File: config.mk
export PLATFORM = sky130hd
export DESIGN_NAME = cam_init_sequencer_flat
export DESIGN_NICKNAME = d
export VERILOG_FILES = /design/src/rtl/cam_init_pkg.sv /design/src/rtl/cam_init_sequencer_if.sv /design/src/rtl/cam_init_rom.sv /design/src/rtl/cam_init_sequencer.sv /design/src/flat_wrapper.sv
export SDC_FILE = /design/constraint.sdc
export NUM_CORES = 1
export LEC_CHECK = 0
export ABC_AREA = 1
export ABC_CLOCK_PERIOD_IN_PS = 4200
export CORE_UTILIZATION = 50
export CTS_CLUSTER_SIZE = 30
export DETAILED_ROUTE_END_ITERATION = 7
export PLACE_DENSITY_LB_ADDON = 0.08
export REMOVE_ABC_BUFFERS = 1
export SLEW_MARGIN = 10
export SYNTH_ARGS = -nofsm -noshare
export SYNTH_HDL_FRONTEND = slang
export SYNTH_HIERARCHICAL = 1
export SYNTH_SLANG_ARGS = --single-unit
export TNS_END_PERCENT = 50
File: constraint.sdc
create_clock -name clk -period 4.2 [get_ports clk]
set_clock_uncertainty 0.05 [all_clocks]
set_input_delay 0.42 -clock clk [delete_from_list [all_inputs] [get_ports clk]]
set_output_delay 0.42 -clock clk [all_outputs]
set_load 0.005 [all_outputs]
File: src/rtl/cam_init_pkg.sv
// Shared types for the camera init sequencer: table entry layout, opcodes, FSM states.
// Table-building helpers keep ROM contents readable.
package cam_init_pkg;

    localparam int ADDR_W = 8;
    localparam int DATA_W = 8;

    typedef enum logic [1:0] {
        OP_WRITE = 2'd0,
        OP_DELAY = 2'd1,
        OP_END   = 2'd2
    } op_e;

    typedef struct packed {
        op_e               op;
        logic [ADDR_W-1:0] addr;
        logic [DATA_W-1:0] data;
    } entry_t;

    typedef enum logic [2:0] {
        S_IDLE,
        S_FETCH,
        S_DECODE,
        S_ISSUE,
        S_WAIT_RSP,
        S_DELAY,
        S_DONE,
        S_ERROR
    } state_e;

    function automatic entry_t mk_wr(input logic [ADDR_W-1:0] addr, input logic [DATA_W-1:0] data);
        entry_t e;
        e.op   = OP_WRITE;
        e.addr = addr;
        e.data = data;
        return e;
    endfunction

    function automatic entry_t mk_dly(input logic [DATA_W-1:0] n);
        entry_t e;
        e.op   = OP_DELAY;
        e.addr = '0;
        e.data = n;
        return e;
    endfunction

    function automatic entry_t mk_end();
        entry_t e;
        e.op   = OP_END;
        e.addr = '0;
        e.data = '0;
        return e;
    endfunction

endpackage

File: src/rtl/cam_init_sequencer_if.sv
// Command/response channel between the init sequencer (master) and the SCCB master (slave).
interface cam_init_sequencer_if #(
    parameter int ADDR_W = cam_init_pkg::ADDR_W,
    parameter int DATA_W = cam_init_pkg::DATA_W
);
    logic              cmd_valid;
    logic              cmd_ready;
    logic [ADDR_W-1:0] cmd_addr;
    logic [DATA_W-1:0] cmd_data;
    logic              rsp_valid;
    logic              rsp_err;

    modport master (
        output cmd_valid, cmd_addr, cmd_data,
        input  cmd_ready, rsp_valid, rsp_err
    );

    modport slave (
        input  cmd_valid, cmd_addr, cmd_data,
        output cmd_ready, rsp_valid, rsp_err
    );
endinterface

File: src/rtl/cam_init_rom.sv
// Register-init table ROM (OV7670 bring-up, or a short test table); 1-clk registered read.
// No backpressure: a new index is looked up every cycle.
module cam_init_rom
    import cam_init_pkg::*;
#(
    parameter int DEPTH    = 64,
    parameter int IDX_W    = $clog2(DEPTH),
    parameter bit TEST_ROM = 1'b0
) (
    input  logic             clk,
    input  logic [IDX_W-1:0] idx,
    output entry_t           entry
);

    // Soft reset needs ~1 ms settle before further writes are accepted.
    function automatic entry_t ov7670_tbl(input int i);
        entry_t e;
        case (i)
            0:       e = mk_wr(8'h12, 8'h80);
            1:       e = mk_dly(8'd10);
            2:       e = mk_wr(8'h11, 8'h01);
            3:       e = mk_wr(8'h12, 8'h04);
            4:       e = mk_wr(8'h0c, 8'h00);
            5:       e = mk_wr(8'h3e, 8'h00);
            6:       e = mk_wr(8'h40, 8'hd0);
            7:       e = mk_wr(8'h3a, 8'h04);
            8:       e = mk_wr(8'h14, 8'h18);
            9:       e = mk_wr(8'h4f, 8'hb3);
            10:      e = mk_wr(8'h50, 8'hb3);
            11:      e = mk_wr(8'h51, 8'h00);
            12:      e = mk_wr(8'h52, 8'h3d);
            13:      e = mk_wr(8'h53, 8'ha7);
            14:      e = mk_wr(8'h54, 8'he4);
            15:      e = mk_wr(8'h58, 8'h9e);
            default: e = mk_end();
        endcase
        return e;
    endfunction

    // Eight entries with no END: exercises the implicit stop at the last index.
    function automatic entry_t test_tbl(input int i);
        entry_t e;
        case (i)
            0:       e = mk_wr(8'h12, 8'h80);
            1:       e = mk_dly(8'd2);
            2:       e = mk_wr(8'h11, 8'h00);
            3:       e = mk_dly(8'd0);
            4:       e = mk_wr(8'h3a, 8'h04);
            5:       e = mk_wr(8'h40, 8'hd0);
            6:       e = mk_wr(8'h8c, 8'h00);
            7:       e = mk_wr(8'h3e, 8'h00);
            default: e = mk_end();
        endcase
        return e;
    endfunction

    always_ff @(posedge clk) begin
        entry <= TEST_ROM ? test_tbl(int'(idx)) : ov7670_tbl(int'(idx));
    end

endmodule

File: src/rtl/cam_init_sequencer.sv
// Walks the init table, issuing SCCB writes with retry and timed delays; WRITE >= 4 clks + link latency.
// cmd_valid holds addr/data stable until cmd_ready; responses are only consumed in WAIT_RSP.
module cam_init_sequencer
    import cam_init_pkg::*;
#(
    parameter int DEPTH      = 64,
    parameter int IDX_W      = $clog2(DEPTH),
    parameter int DELAY_UNIT = 50000,
    parameter int MAX_RETRY  = 3,
    parameter bit TEST_ROM   = 1'b0
) (
    input  logic                 clk,
    input  logic                 rst_n,
    input  logic                 start,
    cam_init_sequencer_if.master bus,
    output logic                 busy,
    output logic                 done,
    output logic                 error,
    output logic [IDX_W-1:0]     index
);

    localparam int DLY_W = $clog2(DELAY_UNIT * (2**DATA_W - 1) + 1);
    localparam int RTY_W = (MAX_RETRY > 0) ? $clog2(MAX_RETRY + 1) : 1;
    localparam logic [RTY_W-1:0] RTY_MAX  = RTY_W'(MAX_RETRY);
    localparam logic [IDX_W-1:0] LAST_IDX = IDX_W'(DEPTH - 1);

    state_e           state;
    entry_t           rom_entry;
    logic [RTY_W-1:0] retry;
    logic [DLY_W-1:0] dly_cnt;
    logic             adv;

    cam_init_rom #(
        .DEPTH    (DEPTH),
        .IDX_W    (IDX_W),
        .TEST_ROM (TEST_ROM)
    ) u_rom (
        .clk   (clk),
        .idx   (index),
        .entry (rom_entry)
    );

    assign adv = ((state == S_WAIT_RSP) && bus.rsp_valid && !bus.rsp_err) ||
                 ((state == S_DELAY) && (dly_cnt == '0));

    always_ff @(posedge clk or negedge rst_n) begin
        if (!rst_n) begin
            state         <= S_IDLE;
            index         <= '0;
            retry         <= '0;
            dly_cnt       <= '0;
            busy          <= 1'b0;
            done          <= 1'b0;
            error         <= 1'b0;
            bus.cmd_valid <= 1'b0;
            bus.cmd_addr  <= '0;
            bus.cmd_data  <= '0;
        end else begin
            case (state)
                S_IDLE, S_DONE, S_ERROR: begin
                    if (start) begin
                        done  <= 1'b0;
                        error <= 1'b0;
                        retry <= '0;
                        index <= '0;
                        busy  <= 1'b1;
                        state <= S_FETCH;
                    end
                end
                S_FETCH: state <= S_DECODE;
                S_DECODE: begin
                    case (rom_entry.op)
                        OP_WRITE: begin
                            bus.cmd_addr  <= rom_entry.addr;
                            bus.cmd_data  <= rom_entry.data;
                            bus.cmd_valid <= 1'b1;
                            state         <= S_ISSUE;
                        end
                        OP_DELAY: begin
                            dly_cnt <= DLY_W'(rom_entry.data) * DLY_W'(DELAY_UNIT);
                            state   <= S_DELAY;
                        end
                        default: begin
                            done  <= 1'b1;
                            busy  <= 1'b0;
                            state <= S_DONE;
                        end
                    endcase
                end
                S_ISSUE: begin
                    if (bus.cmd_ready) begin
                        bus.cmd_valid <= 1'b0;
                        state         <= S_WAIT_RSP;
                    end
                end
                S_WAIT_RSP: begin
                    if (bus.rsp_valid && bus.rsp_err) begin
                        if (retry < RTY_MAX) begin
                            retry         <= retry + 1'b1;
                            bus.cmd_valid <= 1'b1;
                            state         <= S_ISSUE;
                        end else begin
                            error <= 1'b1;
                            busy  <= 1'b0;
                            state <= S_ERROR;
                        end
                    end
                end
                S_DELAY: begin
                    if (dly_cnt != '0) begin
                        dly_cnt <= dly_cnt - 1'b1;
                    end
                end
                default: state <= S_IDLE;
            endcase

            // Shared advance: the last table slot ends the run even without an END entry.
            if (adv) begin
                retry <= '0;
                if (index == LAST_IDX) begin
                    done  <= 1'b1;
                    busy  <= 1'b0;
                    state <= S_DONE;
                end else begin
                    index <= index + 1'b1;
                    state <= S_FETCH;
                end
            end
        end
    end

endmodule

File: src/flat_wrapper.sv
// flat-port wrapper written by rule: the top's interface ports become plain ports
module cam_init_sequencer_flat import cam_init_pkg::*;
#(
    parameter int DEPTH      = 64,
    parameter int IDX_W      = $clog2(DEPTH),
    parameter int DELAY_UNIT = 50000,
    parameter int MAX_RETRY  = 3,
    parameter bit TEST_ROM   = 1'b0
)
  (clk, rst_n, start, busy, done, error, index, bus_cmd_valid, bus_cmd_addr, bus_cmd_data, bus_cmd_ready, bus_rsp_valid, bus_rsp_err);
  cam_init_sequencer_if bus_i ();
  input  logic clk;
  input  logic rst_n;
  input  logic start;
  output logic busy;
  output logic done;
  output logic error;
  output logic [IDX_W-1:0] index;
  output wire logic [$bits(bus_i.cmd_valid)-1:0] bus_cmd_valid;
  output wire logic [$bits(bus_i.cmd_addr)-1:0] bus_cmd_addr;
  output wire logic [$bits(bus_i.cmd_data)-1:0] bus_cmd_data;
  input wire logic [$bits(bus_i.cmd_ready)-1:0] bus_cmd_ready;
  input wire logic [$bits(bus_i.rsp_valid)-1:0] bus_rsp_valid;
  input wire logic [$bits(bus_i.rsp_err)-1:0] bus_rsp_err;
  assign bus_cmd_valid = bus_i.cmd_valid;
  assign bus_cmd_addr = bus_i.cmd_addr;
  assign bus_cmd_data = bus_i.cmd_data;
  assign bus_i.cmd_ready = bus_cmd_ready;
  assign bus_i.rsp_valid = bus_rsp_valid;
  assign bus_i.rsp_err = bus_rsp_err;
  cam_init_sequencer #(.DEPTH(DEPTH), .IDX_W(IDX_W), .DELAY_UNIT(DELAY_UNIT), .MAX_RETRY(MAX_RETRY), .TEST_ROM(TEST_ROM)) u_core (.clk(clk), .rst_n(rst_n), .start(start), .bus(bus_i), .busy(busy), .done(done), .error(error), .index(index));
endmodule
After elaboration in Yosys (flattened, before gate mapping)
Memories as Yosys holds them, arrays and structs flattened. A register that Yosys moved wholly into a read port is not among the register bits.
Cells that the tools add are included.

word-level totals
  register bits = 65
  bits in read-only memories = 256
  output and inout bits = 26
  word-level logic and storage cells = 105
  memories kept = 1

operators by class
  add/subtract/negate cells = 3
  multiply operators = 1
  order comparisons = 1
  eq/ne operators = 21
  mux-type cells = 41
  reductions and logical operators = 25

memories
  memory           words  bits a word  rd ports  clocked after Yosys merged registers in  write ports  RTL line            source
  (no name shown)  16     16           1         1                                        0            cam_init_rom.sv:18  case (i)

operators by type and width
  kind                     number
  $mux W24                 2
  $pmux W24 S2             1
  $logic_not A24 Y1        1
  $mux W6                  4
  $reduce_bool A24 Y1      1
  $sub A24 B1 Y24 const B  1
  $mul A8 B12 Y20 const B  1
  $mux W3                  6
  $mux W1                  17
  $pmux W3 S5              1
  $eq A3 B3 Y1 const B     4
  $ne A2 B2 Y1 const B     6
  $ne A3 B2 Y1 const B     4
  $reduce_and A4 Y1        3
  $mux W2                  4
  $add A6 B1 Y6 const B    1
  $eq A3 B2 Y1 const B     2
  $eq A6 B6 Y1 const B     1
  $pmux W1 S3              2
  $pmux W3 S2              1
  $reduce_bool A3 Y1       2
  $reduce_bool A6 Y1       1
  $reduce_and A5 Y1        1
  $logic_and A1 B1 Y1      4
  other kinds (16)         21

Depth between registers and ports, before layout
  depth in word-level cells = 6
  depth in mapped cells = 18
  gate-level depth less buffers = 18

Hierarchy
The synthesis kept the hierarchy.

modules (own cells, without submodules)
  module              times used  cells each  area each (um2)
  cam_init_sequencer  1           676         4947.2
  cam_init_rom        1           109         822.0

Least setup slack after synthesis
No wires, ideal clock.

  path kind = reg2reg
  start = register u_core/u_rom/entry[2] (netlist name)
  end = register u_core.dly_cnt[21]
  library setup time = 73 ps
  arrival = 3145 ps
  required time = 4077 ps
  setup slack = 933 ps
  stages on the path, launching flop included = 16
  path buffers = 0
  cell sequence = dfxtp_1 ha_1 ha_1 inv_1 fa_1 inv_1 fa_1 ha_1 or2_2 nand3b_1 nand2_1 nand2_1 nand2_1 nand2_1 nand3_1 a21boi_2

on the way
  cells in the longest elaborated chain, start to end = 3

RTL lines
  element               RTL line                   source
  $mul A8 B12 Y20       cam_init_sequencer.sv:80   dly_cnt <= DLY_W'(rom_entry.data) * DLY_W'(DELAY_UNIT);
  $mux W24              cam_init_sequencer.sv:72   case (rom_entry.op)
  $pmux W24 S2          cam_init_sequencer.sv:59   case (state)
  end signal, assigned  cam_init_sequencer.sv:80
  end signal, assigned  cam_init_sequencer.sv:111  dly_cnt <= dly_cnt - 1'b1;
  end, declared         cam_init_sequencer.sv:30   logic [DLY_W-1:0] dly_cnt;

No other way between the ends. The select of a mux whose other input is x is not followed.
A chain may end at the register's enable or synchronous reset.

Worst setup path in the final report
  start = register u_core/u_rom/entry[2] (netlist name)
  end = register u_core.dly_cnt[21]

on the way
  cells in the longest elaborated chain, start to end = 3

RTL lines
  element          RTL line
  $mul A8 B12 Y20  cam_init_sequencer.sv:80
  $mux W24         cam_init_sequencer.sv:72
  $pmux W24 S2     cam_init_sequencer.sv:59

No other way between the ends. The select of a mux whose other input is x is not followed.

==> out/qor.csv <==
stage;metric;value;unit
critical_path;cp_data_required_time;4.42;ns
run;max_cap_violations;0;
critical_path;cp_data_arrival_time;3.87;ns
grt;use_met1;32.1;%
placement;pre_cts_slack;0.523;ns
die;ioPinCount;32;
finish;multi_input_area;3540;µm²
critical_path;cp_cell_sequence;ha_1, ha_1, inv_1, fa_1, inv_1, fa_1, ha_1, or2_2, nand3b_1, nand2_1, nand2_1, nand2_1, nand2_1, nand3_1, a21boi_2;
critical_path;path_max_fanout;5;
synth;ys_types;44;
clocking;cts_resized;0;
critical_path;path_common_cell;nand2_1;
synth;ys_warn_count;14;
grt;grt_overflow;0;
finish;area_growth;12.2;%
grt;met2_usage;41.3;%
placement;placed_area;6170;µm²
timing;fin_crit;3.64;ns
clocking;clockBufferDepth;2;
clocking;clock-root-buffer;clkbuf_16;
critical_path;cp-start-kind;flop;
timing;slew_viol_final;0;
pwr;p_leak;3.45;nW
pwr;power_density;564;nW/µm²
synth;syn_inst;785;
finish;final_util;58.7;%
grt;grt-busiest-layer;met2;
placement;gp_congestion;0.937;
grt;antenna_found_initial;0;
clocking;postCtsHoldBufs;0;
timing;worst_slew_pin_slew;0.770;ns
critical_path;crit_path_end_kind;flop;
die;coreArea;11000;µm²
synth;syn_avg_cell_area;7.35;µm²
clocking;cts_htree_levels;3;
routing;ant_nets;0;
synth;ys_seq_elements;72;
placement;dp_hpwl;10000;µm
timing;fmax;274;MHz
routing;routed_wl;13300;µm
finish;fillers;1036;
timing;finalSetupTns;0;ns
run_status;status;finished, final reports clean;
grt;grtUsageTotal;24.9;%
worst_hold_path;min_path_type;in -> async;
placement;dp.cells;946;
finish;final_cell_mix;nand2_1 (227), inv_1 (100), nor2_1 (70);
clocking;clk_pin_slew;0.06;ns
finish;num_antenna_cells;0;
synth;ys_async_sr_fraction;76.4;%
timing;rsz0062_at_grt;false;
clocking;tritoncts;built;
die;num_rows;38;
grt;grt_max_degree;56;
synth;synth_ff_type;dfrtp_1;
finish;final_common_cell;nand2_1;
timing;setup_violations;0;
clocking;insertion_delay;0.34;ns
finish;fin_nets;899;
pwr;ir_worst_vdd;0.000307;V
clocking;cts_buffers;9;
die;start_util;52.3;%
timing;slew_headroom;48.7;%
timing;timing.final.hold_violations;0;
critical_path;path_class;reg -> reg;
synth;synth_area;5770;µm²
die;die_y;109;µm
synth;seq_area_frac_synth;29.8;%
timing;post-route-period-util;86.8;%
timing;holdWs;0.185;ns
routing;vias_per_cell;5.26;
routing;dr.pass1.iters;5;
die;dieArea;12000;µm²
synth;synth-edff-count;0;
routing;drc;0;
critical_path;critPathSlowestCell;fa_1;
routing;wl_per_cell;13.8;µm
finish;final-seq-area;1720;µm²
finish;final_layout_size_suffix_gt1_share;9.49;%
critical_path;slowest_delay;0.49;ns
timing;fin_ws;0.555;ns
grt;grt_pass1_vias;4983;
grt;grt_pass1_wl;22900;µm
clocking;postCtsSetupRepairBufs;0;
placement;port_buffers;31;
pwr;total_power;3.65;mW
routing;drt_iter0_drc;285;
finish;finish.instance_area;6470;µm²
critical_path;crit_family;adder cells;
finish;stdcell_count;962;
die;fp.dieW;109;µm
routing;vias;5061;
clocking;cts.sinks;72;
critical_path;crit_buf_inv;2;
grt;grt_use_met3;3.62;%
[Yosys cell counts, types with 2 or more instances]
cell	number	area, µm²
nand2_1	227	852
inv_2	7	26.3
buf_4	4	30.0
and2_1	3	18.8
o21ai_1	13	65.1
nand3b_1	4	30.0
buf_2	4	20.0
o21ai_0	30	150
nor3b_1	2	15.0
o22ai_1	2	12.5
a21oi_2	2	17.5
nand2_2	6	37.5
mux2_2	14	158
a21boi_2	2	22.5
a21oi_1	26	130
xor2_1	4	35.0
buf_6	3	33.8
nand2_4	2	22.5
xnor2_1	4	35.0
inv_1	100	375
ha_1	64	801
o211ai_1	2	15.0
nor3_1	7	35.0
o21ai_2	2	17.5
or2_2	7	43.8
nor2_4	3	33.8
dfrtp_1	55	1380
fa_1	12	240
nor2_1	70	263
nand3_2	3	30.0
dfxtp_1	17	340
nand3_1	58	290
nor2_2	7	43.8
nand4_1	9	56.3
[logic make-up (layout without fill, tap and decap cells)]
| family | after synthesis | in the layout | synth area share, % |
|---|---|---|---|
| other cells | 1 | 1 | 0.0650 |
| mux | 14 | 14 | 2.73 |
| buf+inv | 121 | 158 | 8.89 |
| flops | 72 | 72 | 29.8 |
| compound gates | 84 | 84 | 8.31 |
| xor+xnor | 8 | 8 | 1.21 |
| simple gates | 409 | 409 | 31.0 |
| fa+ha+maj | 76 | 76 | 18.0 |
[sequential cells by signal (all words and copies together) (netlist names), 2 cells and up]
register and cells:
u_core/bus.cmd_addr 8, u_core/bus.cmd_data 8, u_core/dly_cnt 24, u_core/index 6, u_core/retry 2, u_core/state 3
u_core/u_rom/entry 17
[metal layers]
metal | part of all wire (%) | wire (µm)
met5 | 0 | 0
met4 | 2.5 | 332
met3 | 3.0 | 403
met2 | 47 | 6230
met1 | 47 | 6300
[worst paths after layout]
check	from	to	slack (ns)	cells past startpoint
max in group asynchronous	rst_n	u_core/bus.cmd_valid$_DFFE_PN0P_	3.40	2
max reg2reg	u_core/u_rom/entry[2]$_SDFF_PP0_	u_core/dly_cnt[21]$_DFFE_PN0P_	0.56	15
min reg2reg	u_core/u_rom/entry[13]$_SDFF_PP0_	u_core/bus.cmd_addr[5]$_DFFE_PN0P_	0.41	1
min	rst_n	u_core/bus.cmd_data[6]$_DFFE_PN0P_	0.18	2
max	u_core/u_rom/entry[2]$_SDFF_PP0_	u_core/dly_cnt[21]$_DFFE_PN0P_	0.56	15
min in group clk	u_core/u_rom/entry[13]$_SDFF_PP0_	u_core/bus.cmd_addr[5]$_DFFE_PN0P_	0.41	1
[where the power goes]
group,switching (mW),internal [mW]
clock network,0.322,0.466
registers,0.192,0.871
logic,1.11,0.691
[final cells by class]
| type | instances | share of cell area (%) |
|---|---|---|
| multi-input cells | 592 | 54.7 |
| clock inverters | 7 | 1.24 |
| flip-flops and latches | 72 | 26.5 |
| inverters | 108 | 6.34 |
| repair buffers | 34 | 5.06 |
| clock buffers | 9 | 3.48 |
| well taps | 140 | 2.71 |
Note: power is estimated with default switching activity, not from simulation.
